--- config.mk ---
export PLATFORM = sky130hd
export DESIGN_NAME = div_seq
export DESIGN_NICKNAME = d
export VERILOG_FILES = /design/src/rtl/div_seq.sv
export SDC_FILE = /design/constraint.sdc
export NUM_CORES = 1
export LEC_CHECK = 0
export CAP_MARGIN = 20
export CORE_ASPECT_RATIO = 0.9
export CORE_MARGIN = 3
export CORE_UTILIZATION = 40
export DETAILED_ROUTE_END_ITERATION = 8
export HOLD_SLACK_MARGIN = 0.15
export SLEW_MARGIN = 20
export SYNTH_ARGS = -nofsm -noshare
export SYNTH_HDL_FRONTEND = slang
export SYNTH_SLANG_ARGS = --single-unit
export TNS_END_PERCENT = 1
--- constraint.sdc ---
create_clock -name clk -period 6.45 [get_ports clk]
set_clock_uncertainty 0.05 [all_clocks]
set_input_delay 1.29 -clock clk [delete_from_list [all_inputs] [get_ports clk]]
set_output_delay 1.29 -clock clk [all_outputs]
set_load 0.01 [all_outputs]
--- src/rtl/div_seq.sv ---
// Sequential restoring divider with signed/unsigned modes.
//
// A start accepted in IDLE or DONE captures the operands. Each of the next WIDTH rising
// edges performs one shift-subtract step on the operand magnitudes. The signed result is
// then written to the result registers and done pulses for one cycle.
// A zero divisor skips iteration: it completes on the next edge with y = all ones,
// y_hi = a and div_by_zero = 1.
//
// Ports:
//   clk          rising-edge clock
//   rst_n        asynchronous active-low reset
//   start        request to begin a division (ignored while busy)
//   is_signed    1 = two's-complement operands, 0 = unsigned
//   a, b         dividend, divisor
//   busy         high while iterating
//   done         one-cycle pulse when y/y_hi/div_by_zero hold a new result
//   y            quotient (LO)
//   y_hi         remainder (HI)
//   div_by_zero  set with done when the divisor was zero
module div_seq #(
  parameter int unsigned WIDTH = 32
) (
  input  logic             clk,
  input  logic             rst_n,
  input  logic             start,
  input  logic             is_signed,
  input  logic [WIDTH-1:0] a,
  input  logic [WIDTH-1:0] b,
  output logic             busy,
  output logic             done,
  output logic [WIDTH-1:0] y,
  output logic [WIDTH-1:0] y_hi,
  output logic             div_by_zero
);

  localparam int unsigned CntW = (WIDTH > 1) ? $clog2(WIDTH) : 1;

  typedef enum logic [1:0] {StIdle, StRun, StDone} state_e;

  state_e             state_q;
  logic [CntW-1:0]    cnt_q;
  logic [WIDTH-1:0]   dvs_q;       // divisor magnitude
  logic [WIDTH-1:0]   quo_q;       // dividend bits shift out the top, quotient bits shift in
  logic [WIDTH:0]     rem_q;       // partial remainder, one guard bit for the trial subtract
  logic               neg_quo_q;
  logic               neg_rem_q;
  logic [WIDTH-1:0]   y_q;
  logic [WIDTH-1:0]   y_hi_q;
  logic               dbz_q;

  // Operand magnitudes at capture time
  logic             a_neg, b_neg;
  logic [WIDTH-1:0] a_mag, b_mag;

  always_comb begin
    a_neg = is_signed & a[WIDTH-1];
    b_neg = is_signed & b[WIDTH-1];
    a_mag = a_neg ? (~a + 1'b1) : a;
    b_mag = b_neg ? (~b + 1'b1) : b;
  end

  // One restoring iteration
  logic [WIDTH:0]   rem_sh, diff, rem_nx;
  logic [WIDTH-1:0] quo_nx, quo_fin, rem_fin;

  always_comb begin
    rem_sh = {rem_q[WIDTH-1:0], quo_q[WIDTH-1]};
    diff   = rem_sh - {1'b0, dvs_q};
    // rem_sh < 2*dvs, so the guard bit of diff is set exactly when the subtract underflows
    rem_nx = diff[WIDTH] ? rem_sh : diff;
    quo_nx = {quo_q[WIDTH-2:0], ~diff[WIDTH]};
    // Truncation toward zero: quotient negated on sign mismatch, remainder follows dividend.
    // -2^WIDTH-1 / -1 gives magnitude 2^WIDTH-1 unnegated, i.e. the most negative value.
    quo_fin = neg_quo_q ? (~quo_nx + 1'b1) : quo_nx;
    rem_fin = neg_rem_q ? (~rem_nx[WIDTH-1:0] + 1'b1) : rem_nx[WIDTH-1:0];
  end

  always_ff @(posedge clk or negedge rst_n) begin
    if (!rst_n) begin
      state_q   <= StIdle;
      cnt_q     <= '0;
      dvs_q     <= '0;
      quo_q     <= '0;
      rem_q     <= '0;
      neg_quo_q <= 1'b0;
      neg_rem_q <= 1'b0;
      y_q       <= '0;
      y_hi_q    <= '0;
      dbz_q     <= 1'b0;
    end else begin
      case (state_q)
        StIdle, StDone: begin
          if (start) begin
            if (b == '0) begin
              state_q <= StDone;
              y_q     <= '1;
              y_hi_q  <= a;
              dbz_q   <= 1'b1;
            end else begin
              // Only working registers load here; the presented result stays put
              state_q   <= StRun;
              cnt_q     <= '0;
              dvs_q     <= b_mag;
              quo_q     <= a_mag;
              rem_q     <= '0;
              neg_quo_q <= a_neg ^ b_neg;
              neg_rem_q <= a_neg;
            end
          end else begin
            state_q <= StIdle;
          end
        end
        StRun: begin
          rem_q <= rem_nx;
          quo_q <= quo_nx;
          cnt_q <= cnt_q + 1'b1;
          if (cnt_q == CntW'(WIDTH - 1)) begin
            state_q <= StDone;
            y_q     <= quo_fin;
            y_hi_q  <= rem_fin;
            dbz_q   <= 1'b0;
          end
        end
        default: state_q <= StIdle;
      endcase
    end
  end

  assign busy        = (state_q == StRun);
  assign done        = (state_q == StDone);
  assign y           = y_q;
  assign y_hi        = y_hi_q;
  assign div_by_zero = dbz_q;

endmodule

==> flow_summary.rst, run 1 <==
.. list-table::
   :header-rows: 1

   * - Metric
     - Value
   * - R2R Path Start
     - rem_q[6]
   * - Adder-cell share of the synthesized area
     - 4.00%
   * - Combinational family with the most area after synthesis
     - compound AO/OA/AOI/OAI gates
   * - # nets final
     - 1,719
   * - Ys flop type
     - dfrtp_1
   * - Synth-to-layout area growth
     - 17.0%
   * - Final worst setup slack
     - 1.25 ns
   * - Clock period minus worst slack
     - 5.20 ns
   * - Simple-gate share of the synthesized area
     - 20.5%
   * - Ys async rst share
     - 100%
   * - Detailed-route wire length
     - 39.1 mm
   * - Worst setup path class
     - input port to flip-flop
   * - TritonRoute pass-1 iters
     - 5
   * - Register-to-Register Path Depth
     - 19
   * - Xor and xnor area share after synthesis
     - 9.48%
   * - Number of buffers added for setup after CTS
     - 0
   * - Final hold violation count
     - 0
   * - Number of max-slew violations in the final report
     - 0
   * - Min-Delay Endpoint
     - y_hi[10]
   * - Ys Warns
     - 0
   * - Register clock-pin slew on the reported worst setup and hold paths
     - 0.07 ns
   * - Maximum number of pins on one net before global-route repair
     - 87
   * - Critical path launch point type
     - input port
   * - Die ar.
     - 33,100 um2
   * - Mean number of vias per cell
     - 5.76
   * - Crit path DAT
     - 5.50 ns
   * - Hold path startpoint
     - y_hi[10]
   * - Commonest cells after routing, fill and taps aside
     - nand2_1, dfrtp_1, o21ai_0, a21oi_1, nor2_1
   * - Clk Tree Root Cell
     - clkbuf_16
   * - Highest fanout seen on the critical path
     - 30
   * - Cell total after placement
     - 1,996
   * - RSZ-0062 raised after global routing
     - no
   * - Total clock buffers created by CTS
     - 17
   * - Cell Count, Final, Fillers Out
     - 2,028
   * - Die Span X
     - 191 um
   * - Number of DRC markers in iteration 0
     - 1,016
   * - Required time reported for the critical path endpoint
     - 6.75 ns
   * - FMAX
     - 192 MHz
   * - Initial antenna violation count
     - 0
   * - Remaining routing DRC violations
     - 0
   * - Register-to-register setup slack
     - 1.41 ns
   * - EDFF count, synth
     - 0
   * - Starting density of the core
     - 41.0%
   * - Total vias in the final route
     - 11,688
   * - Hold-fix buffer count after cts
     - 0
   * - Netlist cell types
     - 86
   * - Post-Place Cell Area
     - 13,900 um2
   * - Maximum count of clock buffers along a single path
     - 2
   * - Max-cap violations
     - 0
   * - Kind of end point of the critical path
     - flip-flop
   * - Fraction of layout cells with a size suffix above 1
     - 5.05%
   * - Number of inserted diodes
     - 0
   * - Multiplexer share of the synthesized area
     - 2.57%
   * - Max transition margin
     - 26.8%
   * - Net Count, Synth
     - 1,647
   * - First-pass GRT wire length
     - 63.1 mm
   * - Share of the synthesized area in compound gates (AO/OA/AOI/OAI)
     - 23.8%
   * - Worst hold path type
     - flip-flop to flip-flop
   * - Number of cells on the worst hold path
     - 2
   * - Number of levels the H-tree was split into
     - 4
   * - Rows
     - 60
   * - Antenna violation net count after detailed routing
     - 0
   * - Finished layout cell area
     - 14,500 um2
   * - Total of endpoints with negative setup slack in the final report
     - 0
   * - Leading cell type in the layout, fill and taps excluded
     - nand2_1
   * - Clock sink count
     - 170
   * - Post-Syn Instances
     - 1,540
   * - Post-detailed-route wirelength per cell
     - 19.3 um
   * - # port buffers
     - 134
   * - GRT Total Usage
     - 23.9%
   * - Number of filler instances in the final layout
     - 3,037
   * - I/O pin cnt
     - 135
   * - Post-synthesis average cell area
     - 8.04 um2
   * - Remaining global-route overflow
     - 0
   * - Via count of the first global-routing pass
     - 11,195
   * - Worst Tran Pin Value
     - 1.07 ns
   * - Die boundary height
     - 173 um
   * - Placement Setup Slack
     - 0.825 ns
   * - Area of the mapped netlist
     - 12,400 um2
   * - Total negative setup slack
     - 0 ns
   * - Share of the yosys chip area belonging to registers
     - 34.3%
   * - Result of the run
     - finished clean
   * - Share of the clock period used by the worst path after layout
     - 80.6%
   * - RD Place Congestion
     - 0.905
   * - Clock network latency to the later pin of the worst-skew pair
     - 0.45 ns
   * - Core Box Area
     - 30,200 um2
   * - Total half-perimeter wirelength after legalization and detailed placement
     - 29.4 mm
   * - Yosys reg bits
     - 170
   * - CTS tree
     - built
   * - Worst flop-to-flop path endpoint
     - y_hi[18]
   * - Number of instances resized during post-cts repair
     - 0
## routing by layer
layer  share of wire (%)  routed length (um)  GRT usage (%)
met3                 5.2                2030           3.69
met5                   0                   0              0
met1                  49               19100           36.0
met4                0.91                 356           4.43
met2                  45               17600           36.6
## worst max path at each step
| stage | from | end | slack [ns] | cells after the start |
|---|---|---|---|---|
| 2_1_floorplan | quo_q[31] | y[30] | 1.97 | 21 |
| 5_1_grt | b[0] | y_hi[19] | 0.87 | 15 |
| 3_3_place_gp | b[1] | y_hi[19] | 0.94 | 15 |
| 4_1_cts | b[0] | y_hi[19] | 1.26 | 15 |
| 6_report | b[1] | y_hi[19] | 1.25 | 15 |
| 3_5_place_dp | b[0] | y_hi[19] | 0.83 | 15 |
## synth_stat cells (24+ instances only)
cell type,instances,area [um2]
a21oi_1,145,726
a31oi_1,24,150
buf_2,30,150
clkbuf_1,49,184
dfrtp_1,170,4250
ha_1,38,475
inv_1,56,210
mux2i_1,27,270
nand2_1,171,642
nand3_1,45,225
nor2_1,137,514
nor3_1,44,220
o21ai_0,154,771
o31ai_1,26,195
xnor2_1,68,596
xor2_1,66,578
## through the flow
stage | util, % | hold WS (ns)
after floorplan | - | 0.399
after CTS | 48.0 | 0.437
after detailed placement | 46.1 | 0.422
after global placement | 46.1 | 0.414
after global routing | 48.0 | 0.472
final | 48.0 | 0.432
## layout make-up
class,count,area [um2],share of cell area [%]
multi-input combinational,1219,7490,51.7
sequential,170,4250,29.4
timing repair buffer,146,1450,9.98
tap,403,504,3.48
clock buffer,18,429,2.96
inverter,58,218,1.50
clock inverter,14,143,0.985
## registers in the layout (all words and copies together) (netlist names)
name         cells
cnt_q            5
div_by_zero      1
dvs_q           32
neg_quo_q        1
neg_rem_q        1
quo_q           32
rem_q           32
state_q          2
y               32
y_hi            32
## critical path: stages
cell	delay [ns]
clkdlybuf4s50_1	0.47
inv_1	0.08
ha_1	0.18
nor4b_1	0.42
nand3_1	0.34
nor3_2	0.29
nand2_1	0.14
or4_1	0.43
or3_1	0.52
nor2_8	0.34
nor2_2	0.08
inv_2	0.42
buf_12	0.25
nand3_1	0.10
o211ai_1	0.14
## kinds of logic after synthesis
logic type / Yosys count
buffers and inverters: 151
multiplexers: 31
AND/OR/NAND/NOR: 533
AO/OA/AOI/OAI: 482
adder cells (fa/ha/maj): 39
XOR/XNOR: 134
flip-flops: 170
Power of run 1 is not shown: default switching activity piles up to over one toggle a cycle in this logic, so the estimate is an artifact.
==> run 2, diff against run 1 <==
- clock period: 6.45 -> 5.3 ns (I/O delays scaled with it)
==> flow_summary.rst, run 2 (synthesized netlist as in run 1, its figures left out) <==
.. list-table::
   :header-rows: 1

   * - Metric
     - Value
   * - RSZ-0062 raised after global routing
     - no
   * - Total of endpoints with negative setup slack in the final report
     - 0
   * - Result of the run
     - finished clean
   * - Setup crit start
     - rem_q[22]
   * - Clk Tree Root Cell
     - clkbuf_16
   * - Leading cell type in the layout, fill and taps excluded
     - nand2_1
   * - Maximum count of clock buffers along a single path
     - 2
   * - FMAX
     - 209 MHz
   * - TritonRoute pass-1 iters
     - 5
   * - Placement Setup Slack
     - 0.195 ns
   * - Clock period minus worst slack
     - 4.79 ns
   * - Worst Tran Pin Value
     - 1.04 ns
   * - Hold path startpoint
     - y_hi[0]
   * - Post-Place Cell Area
     - 14,000 um2
   * - Area of the multi-input gates
     - 7490 um2
   * - # nets final
     - 1,733
   * - Via count of the first global-routing pass
     - 10,971
   * - Remaining global-route overflow
     - 0
   * - Highest fanout seen on the critical path
     - 12
   * - Critical path launch point type
     - flip-flop
   * - Number of levels the H-tree was split into
     - 4
   * - Antenna violation net count after detailed routing
     - 0
   * - Die Span X
     - 191 um
   * - Total half-perimeter wirelength after legalization and detailed placement
     - 29.9 mm
   * - Kind of end point of the critical path
     - flip-flop
   * - RD Place Congestion
     - 0.876
   * - Number of filler instances in the final layout
     - 2,985
   * - First-pass GRT wire length
     - 63.1 mm
   * - Seq. cell area
     - 4250 um2
   * - Number of max-slew violations in the final report
     - 0
   * - Minimum hold slack
     - 0.433 ns
   * - Worst setup path class
     - flip-flop to flip-flop
   * - I/O pin cnt
     - 135
   * - Cells along the critical path
     - ha_1 > inv_1 > nor3_1 > a211oi_1 > o31ai_1 > nor3_2 > xnor2_2 > inv_2 > nor2_1 > a21oi_1 > ha_1 > nand3_1 > nor4b_1 > buf_4 > o2111ai_2 > o41ai_2 > xnor2_1 > o22ai_1
   * - Core Box Area
     - 30,200 um2
   * - Remaining routing DRC violations
     - 0
   * - # port buffers
     - 134
   * - Mean number of vias per cell
     - 5.73
   * - Crit path DAT
     - 5.02 ns
   * - Number of instances resized during post-cts repair
     - 0
   * - Commonest cells after routing, fill and taps aside
     - nand2_1, dfrtp_1, o21ai_0, a21oi_1, nor2_1
   * - Register clock-pin slew on the reported worst setup and hold paths
     - 0.07 ns
   * - CTS tree
     - built
   * - Starting density of the core
     - 41.0%
   * - Detailed-route wire length
     - 39.7 mm
   * - Max-cap violations
     - 0
   * - Clock sink count
     - 170
   * - R2R Path Start
     - rem_q[22]
   * - GRT Total Usage
     - 24.0%
   * - Initial antenna violation count
     - 1
   * - Final hold violation count
     - 0
   * - Rows
     - 60
   * - Fraction of layout cells with a size suffix above 1
     - 5.92%
   * - Required time reported for the critical path endpoint
     - 5.52 ns
   * - Number of DRC markers in iteration 0
     - 1,080
   * - Total vias in the final route
     - 11,710
   * - Final worst setup slack
     - 0.507 ns
   * - Max transition margin
     - 30.2%
   * - Total clock buffers created by CTS
     - 17
   * - Clock network latency to the later pin of the worst-skew pair
     - 0.44 ns
   * - Post-detailed-route wirelength per cell
     - 19.4 um
   * - Die ar.
     - 33,100 um2
   * - Number of buffers added for setup after CTS
     - 0
   * - Synth-to-layout area growth
     - 18.4%
   * - Maximum number of pins on one net before global-route repair
     - 101
   * - Slowest stage delay, CP
     - 0.44 ns
   * - Crit-path most repeated cell
     - ha_1
   * - Critical-path cell with the highest stage delay
     - dfrtp_1
   * - Worst hold path type
     - flip-flop to flip-flop
   * - Share of the clock period used by the worst path after layout
     - 90.4%
   * - Finished layout cell area
     - 14,700 um2
   * - Hold-fix buffer count after cts
     - 0
   * - Die boundary height
     - 173 um
   * - Total negative setup slack
     - 0 ns
-- run 2: cell count changes in the layout (fill, tap and decap cells not counted), moves of 2 or more --
cell	change
buf_12	+2
buf_4	+12
bufinv_16	+2
clkinvlp_4	-3
-- run 2: critical path, delay by kind of cell (launching register included) --
family                   cells  cell delay [ns]
buffers and inverters        3             0.48
adder cells (fa/ha/maj)      2             0.71
XOR/XNOR                     2             0.35
AND/OR/NAND/NOR              5             1.09
AO/OA/AOI/OAI                6             1.49
flip-flops                   1             0.44
-- run 2: routing by layer --
metal | vias to the layer above | part of all wire [%] | global-route usage (%)
met5 | - | 0 | 0
met4 | 0 | 1.3 | 5.01
met3 | 27 | 6.2 | 4.44
met2 | 339 | 44 | 35.9
met1 | 5643 | 49 | 36.2
li1 | 5701 | - | -
-- run 2: path summary, 6_finish.rpt --
path / to / slack [ns] / cells after the start
hold / removal: y_hi[0] / 0.43 / 2
setup / recovery: y_hi[30] / 0.51 / 18
max in group asynchronous: rem_q[26] / 3.56 / 2
setup reg to reg: y_hi[30] / 0.51 / 18
min in group asynchronous: y[31] / 0.66 / 1
hold reg to reg: y_hi[0] / 0.43 / 2
-- run 2: cell type report --
cell class / count / share of cell area (%)
diodes: 1 / 0.0171
multi-input cells: 1219 / 51.1
clock inverters: 15 / 1.29
inverters: 58 / 1.48
well taps: 403 / 3.44
flip-flops and latches: 170 / 29.0
clock buffers: 17 / 2.90
repair buffers: 160 / 10.7
-- run 2: per-stage QoR --
stage                     util [%]  std cells
after floorplan                  -       1540
after global placement        46.5       2010
after detailed placement      46.5       2010
after CTS                     48.6       2042
after global routing          48.6       2043
final                         48.6       2043
Power of run 2 is left out for the same reason.
